`src/rtl/fifo_uart_pkg.sv`:
```
// Shared types and constants for the FIFO-fed UART transmitter.
package fifo_uart_pkg;

    typedef enum logic [2:0] {
        ST_IDLE  = 3'd0,
        ST_POP   = 3'd1,
        ST_LOAD  = 3'd2,
        ST_START = 3'd3,
        ST_DATA  = 3'd4,
        ST_STOP  = 3'd5
    } state_t;

    localparam logic START_BIT = 1'b0;
    localparam logic STOP_BIT  = 1'b1;
    localparam int   DATA_BITS = 8;

endpackage

```
`src/rtl/fifo_uart_tx_baud.sv`:
```
// Bit-period timer: tick is high on the last clock of each serial bit period.
module baud_tick_gen #(
    parameter int CLKS_PER_BIT = 4
) (
    input  logic clk,
    input  logic rst,
    input  logic clear,
    input  logic run,
    output logic tick
);

    localparam int             CW   = $clog2(CLKS_PER_BIT);
    localparam logic [CW-1:0]  LAST = CW'(CLKS_PER_BIT - 1);

    logic [CW-1:0] cnt_q;

    assign tick = run && (cnt_q == LAST);

    // Count 0..CLKS_PER_BIT-1, wrapping on tick so each new bit period starts at zero.
    always_ff @(posedge clk or negedge rst) begin
        if (!rst)               cnt_q <= '0;
        else if (clear || tick) cnt_q <= '0;
        else if (run)           cnt_q <= cnt_q + 1'b1;
    end

endmodule

```
`src/rtl/fifo_uart_tx.sv`:
```
// Pops bytes from a synchronous FIFO and serialises each one as an 8N1 UART frame.
module fifo_uart_tx
    import fifo_uart_pkg::*;
#(
    parameter int CLKS_PER_BIT = 4,
    parameter int CNT_W        = 16
) (
    input  logic             clk,
    input  logic             rst,
    input  logic             enable,
    input  logic             fifo_empty,
    input  logic [7:0]       fifo_data,
    output logic             fifo_rd_en,
    output logic             tx,
    output logic             busy,
    output logic [CNT_W-1:0] bytes_sent
);

    localparam logic [2:0] LAST_BIT = 3'(DATA_BITS - 1);

    state_t               state_q, state_d;
    logic [DATA_BITS-1:0] shift_q, shift_d;
    logic [2:0]           bit_q, bit_d;
    logic                 tx_d, rd_d;
    logic [CNT_W-1:0]     bs_q;
    logic                 tick, run;

    // The bit timer only runs while a frame is on the line; it rests at zero
    // elsewhere and wraps on every tick, so it is zero on entry to START/DATA/STOP.
    assign run = (state_q == ST_START) || (state_q == ST_DATA) || (state_q == ST_STOP);

    baud_tick_gen #(.CLKS_PER_BIT(CLKS_PER_BIT)) u_baud (
        .clk   (clk),
        .rst   (rst),
        .clear (!run),
        .run   (run),
        .tick  (tick)
    );

    assign busy       = (state_q != ST_IDLE);
    assign bytes_sent = bs_q;

    // Next-state, shift register and registered-output logic.
    always_comb begin
        state_d = state_q;
        shift_d = shift_q;
        bit_d   = bit_q;
        unique case (state_q)
            ST_IDLE:  if (enable && !fifo_empty) state_d = ST_POP;
            ST_POP:   state_d = ST_LOAD;
            ST_LOAD: begin
                shift_d = fifo_data;
                state_d = ST_START;
            end
            ST_START: if (tick) begin
                state_d = ST_DATA;
                bit_d   = '0;
            end
            ST_DATA: if (tick) begin
                shift_d = {1'b0, shift_q[DATA_BITS-1:1]};
                if (bit_q == LAST_BIT) state_d = ST_STOP;
                else                   bit_d   = bit_q + 3'd1;
            end
            ST_STOP: if (tick) state_d = (enable && !fifo_empty) ? ST_POP : ST_IDLE;
            default: state_d = ST_IDLE;
        endcase
        // tx and rd_en are registered from the next state so they change cleanly on the edge.
        rd_d = (state_d == ST_POP);
        case (state_d)
            ST_START: tx_d = START_BIT;
            ST_DATA:  tx_d = shift_d[0];
            default:  tx_d = STOP_BIT;
        endcase
    end

    // State, datapath and output registers; reset drops the in-flight byte.
    always_ff @(posedge clk or negedge rst) begin
        if (!rst) begin
            state_q    <= ST_IDLE;
            shift_q    <= '0;
            bit_q      <= '0;
            tx         <= 1'b1;
            fifo_rd_en <= 1'b0;
            bs_q       <= '0;
        end else begin
            state_q    <= state_d;
            shift_q    <= shift_d;
            bit_q      <= bit_d;
            tx         <= tx_d;
            fifo_rd_en <= rd_d;
            if (state_q == ST_STOP && tick) bs_q <= bs_q + 1'b1;
        end
    end

endmodule

```
`config.mk`:
```
export PLATFORM = sky130hd
export DESIGN_NAME = fifo_uart_tx
export DESIGN_NICKNAME = d
export VERILOG_FILES = /design/src/rtl/fifo_uart_pkg.sv /design/src/rtl/fifo_uart_tx_baud.sv /design/src/rtl/fifo_uart_tx.sv
export SDC_FILE = /design/constraint.sdc
export NUM_CORES = 1
export LEC_CHECK = 0
export BUFFER_PORTS_ARGS = -buffer_cell sky130_fd_sc_hd__buf_2
export CORE_ASPECT_RATIO = 1.5
export CORE_MARGIN = 4
export CORE_UTILIZATION = 40
export DETAILED_ROUTE_END_ITERATION = 8
export PLACE_DENSITY_LB_ADDON = 0.12
export SYNTH_ARGS = -nofsm -noshare
export SYNTH_HDL_FRONTEND = slang
export SYNTH_SLANG_ARGS = --single-unit
```
`constraint.sdc`:
```
create_clock -name clk -period 2.05 [get_ports clk]
set_clock_uncertainty 0.2 [all_clocks]
set_input_delay 0.41 -clock clk [delete_from_list [all_inputs] [get_ports clk]]
set_output_delay 0.41 -clock clk [all_outputs]
set_load 0.02 [all_outputs]
```
==> flow_summary_export.csv <==
group,metric,value,unit
setup_path,required,1.44,ns
power,peakVddDrop,0.4912,mV
clock_tree,cts_buffers,5,
setup_path,critPathMaxFanout,9,
floorplanning,io_pins,31,
setup_path,r2r_end,"tx$_DFF_PN1_",
synthesis,ys_ff_latch,34,
timing,fin_setup_tns,0,ns
cells_and_area,antenna_cells,0,
synthesis,synth_top_family_by_area,"simple AND/OR/NAND/NOR gates",
place,placed_cell_area,1779,µm²
setup_path,cp.arrival,1.38,ns
drt,wirelength,2.965,mm
setup_path,cp_top_family,"flip-flops",
drt,drtIter0Drc,23,
cells_and_area,multi_input_area,675.6,µm²
cells_and_area,final_nets,193,
place,portBuffers,30,
synthesis,syn_area_per_cell,11.21,µm²
synthesis,synth-compound-area-share,0.09105,
synthesis,muxShareOfSynthArea,0.01425,
synthesis,syn_nets,157,
job,cap_violations,0,
global_route,globalRouteOverflowTotal,0,
clock_tree,clk_pin_slew_worst_paths,0.07,ns
hold_path,hold_path_class,"in2async",
place,hpwlAfterDp,2.206,mm
cells_and_area,final_cell_area,1881,µm²
timing,final-max-slew-violation-count,0,
synthesis,yosysUniqueCellTypes,36,
global_route,track_usage,0.1364,
global_route,grt_pass1_wl,5.264,mm
setup_path,r2r_cells,6,
setup_path,path_cells,"buf_6 -> or3_1 -> buf_2",
status,violations,"negative hold slack",
setup_path,critPathBufInv,2,
synthesis,synthSimpleGateAreaFrac,0.2067,
power,leakagePower,0.9431,nW
cells_and_area,postLayoutCoreUtil,0.5015,
setup_path,r2r_slack,0.23,ns
setup_path,rr_startpoint,"u_baud.cnt_q[0]$_DFFE_PN0P_",
floorplanning,die_height,84.98,µm
global_route,grt_antenna_before_repair,0,
drt,via_count,1127,
floorplanning,die_x,59.32,µm
floorplanning,row_count,27,
floorplanning,core_area,3750,µm²
drt,drc,0,
cells_and_area,drive_gt1_frac,0.2978,
synthesis,synth_xor_area_frac,0.08314,
clock_tree,post-cts-setup-buffer-count,0,
clock_tree,cts_tree,"done",
timing,fmax,0.5029,GHz
place,dpl_worst_slack,0.1801,ns
floorplanning,dieArea,5041,µm²
timing,holdWs,-0.01569,ns
timing,finalSetupViolCount,0,
clock_tree,insertion_delay,0.28,ns
drt,wire_per_inst,13.42,µm
timing,period_needed,1.989,ns
setup_path,critPathMaxStageDelay,0.44,ns
setup_path,startpoint_type,"register",
global_route,grt_max_degree,35,
cells_and_area,fillerInstances,356,
global_route,grt_pass1_vias,1187,
place,gp_congestion,0.7256,
setup_path,crit_slowest_cell,"dfrtp_2",
setup_path,critical_path_class,"reg2out",
synthesis,synth_area,1580,µm²
setup_path,end_kind,"primary output",
synthesis,seq_area_frac_synth,0.5392,
clock_tree,clkSinkCount,34,
clock_tree,clockRootBuffer,"clkbuf_8",
clock_tree,ctsLongestPathBuffers,2,
timing,hold_viol_final,33,
floorplanning,initial_core_util,0.4214,
clock_tree,cts_hold_buffers,0,
drt,ant_nets,0,
synthesis,synthCells,141,
drt,drt_first_pass_iters,4,
drt,routed_via_density,5.100,
timing,rsz0062_at_grt,"no",
timing,relSlewSlack,0.5119,
power,p_total,1.663,mW
clock_tree,cts_max_level,2,
synthesis,synth_adder_area_share,0.03167,
cells_and_area,seq_area,853.3,µm²
timing,setup_ws,0.06143,ns
cells_and_area,synthToLayoutAreaGrowth,19.00,%
status,outcome,"complete, but fails checks",
synthesis,yosys_warnings,0,
power,power_density,884.2,nW/µm²
timing,tightest_slew,0.7321,ns
timing,fin_crit_sh,0.9700,
[layout make-up]
type,count,share of cell area
Timing Repair Buffer,35,0.1038
Inverter,3,0.005988
Sequential cell,34,0.4538
Tap cell,43,0.02861
Clock inverter,1,0.002661
Multi-Input combinational cell,98,0.3593
Clock buffer,7,0.04591
[worst max path at each step]
| stage | startpoint | end | slack, ns | cells past startpoint |
|---|---|---|---|---|
| final | state_q[0]$_DFF_PN0_ | busy | 0.06 | 3 |
| after global routing | state_q[2]$_DFF_PN0_ | busy | 0.008 | 3 |
| after CTS | state_q[0]$_DFF_PN0_ | busy | 0.02 | 3 |
| after detailed placement | u_baud.cnt_q[0]$_DFFE_PN0P_ | bytes_sent[15]$_DFFE_PN0P_ | 0.18 | 6 |
| after global placement | u_baud.cnt_q[0]$_DFFE_PN0P_ | bytes_sent[15]$_DFFE_PN0P_ | 0.20 | 6 |
| after floorplan | u_baud.cnt_q[0]$_DFFE_PN0P_ | bytes_sent[5]$_DFFE_PN0P_ | 0.18 | 7 |
[synthesized netlist by cell type]
cell type  instances  area (µm²)
buf_6              2       22.52
and4bb_2           1       12.51
ha_1               4       50.05
and4b_1            1       10.01
xor2_1             5       43.79
xnor2_1           10       87.58
and3_1             4       25.02
nand3_1            1       5.000
nor3b_1            1       7.510
nor2_4             1       11.26
o21ai_0            2       10.01
a22oi_1            6       45.04
or3_1              1       6.260
nor2b_1            1       6.260
a221o_1            1       10.01
a211oi_1           3       22.52
and3_4             2       22.52
dfrtp_1           33       825.8
a21oi_1            1       5.000
buf_2              1       5.000
clkbuf_1           2       7.510
nor3b_4            1       18.77
a21o_1             1       7.510
dfstp_2            1       26.28
nor3_1             2       10.01
o2bb2ai_1          1       8.760
and4_1             1       8.760
nand3_2            1       10.01
mux2_2             2       22.52
nand2_1           24       90.09
a22o_1             4       35.03
nand2b_1           3       18.77
nor2_1             7       26.28
inv_1              3       11.26
nand4_1            6       37.54
buf_4              1       7.510
[sequential cells by signal, indices dropped and copies added, names as in the netlist]
register / flops
u_baud.cnt_q: 2
state_q: 3
shift_q: 8
tx: 1
bytes_sent: 16
bit_q: 3
fifo_rd_en: 1
[per-layer routing]
| layer | track usage | vias up | part of all wire |
|---|---|---|---|
| met1 | 0.1519 | 535 | 0.41 |
| li1 | - | 563 | - |
| met2 | 0.2289 | 23 | 0.51 |
| met4 | 0.06186 | 0 | 0.021 |
| met5 | 0 | - | 0 |
| met3 | 0.04414 | 6 | 0.059 |
[power by group]
part / leakage [nW] / switching, mW / total, mW / internal [mW]
Combinational: 0.469 / 0.176 / 0.338 / 0.162
Clock: 0.0482 / 0.231 / 0.502 / 0.271
Sequential: 0.426 / 0.0546 / 0.824 / 0.769
[logic make-up (layout without fill, tap and decap cells)]
| kind of cell | count (synthesis) | count (layout) |
|---|---|---|
| mux | 2 | 2 |
| flops | 34 | 34 |
| compound gates | 19 | 19 |
| xor+xnor | 15 | 15 |
| buf+inv | 9 | 46 |
| fa+ha+maj | 4 | 4 |
| simple gates | 58 | 58 |
[repair_timing]
action | CTS | global route
resized for setup | 0 | 4
setup endpoints to repair | 0 | 2
hold endpoints to repair | 0 | 0
[through the flow]
stage | std cells | hold WS (ns)
after CTS | 221 | 0.01106
after global placement | 213 | 0.2213
after global routing | 221 | 0.05012
final | 221 | -0.01569
after floorplan | 141 | -0.08559
after detailed placement | 213 | 0.2383
[cell usage in the layout (no fill, tap or decap), types with 4 or more instances in the layout]
master and count:
dfrtp_1 32, buf_2 30, nand2_1 24, xnor2_1 10
nor2_1 7, a22oi_1 6, nand4_1 6, clkbuf_8 6
xor2_1 5, and3_1 4, a22o_1 4, ha_1 4
Power figures use the tool's default switching activity.
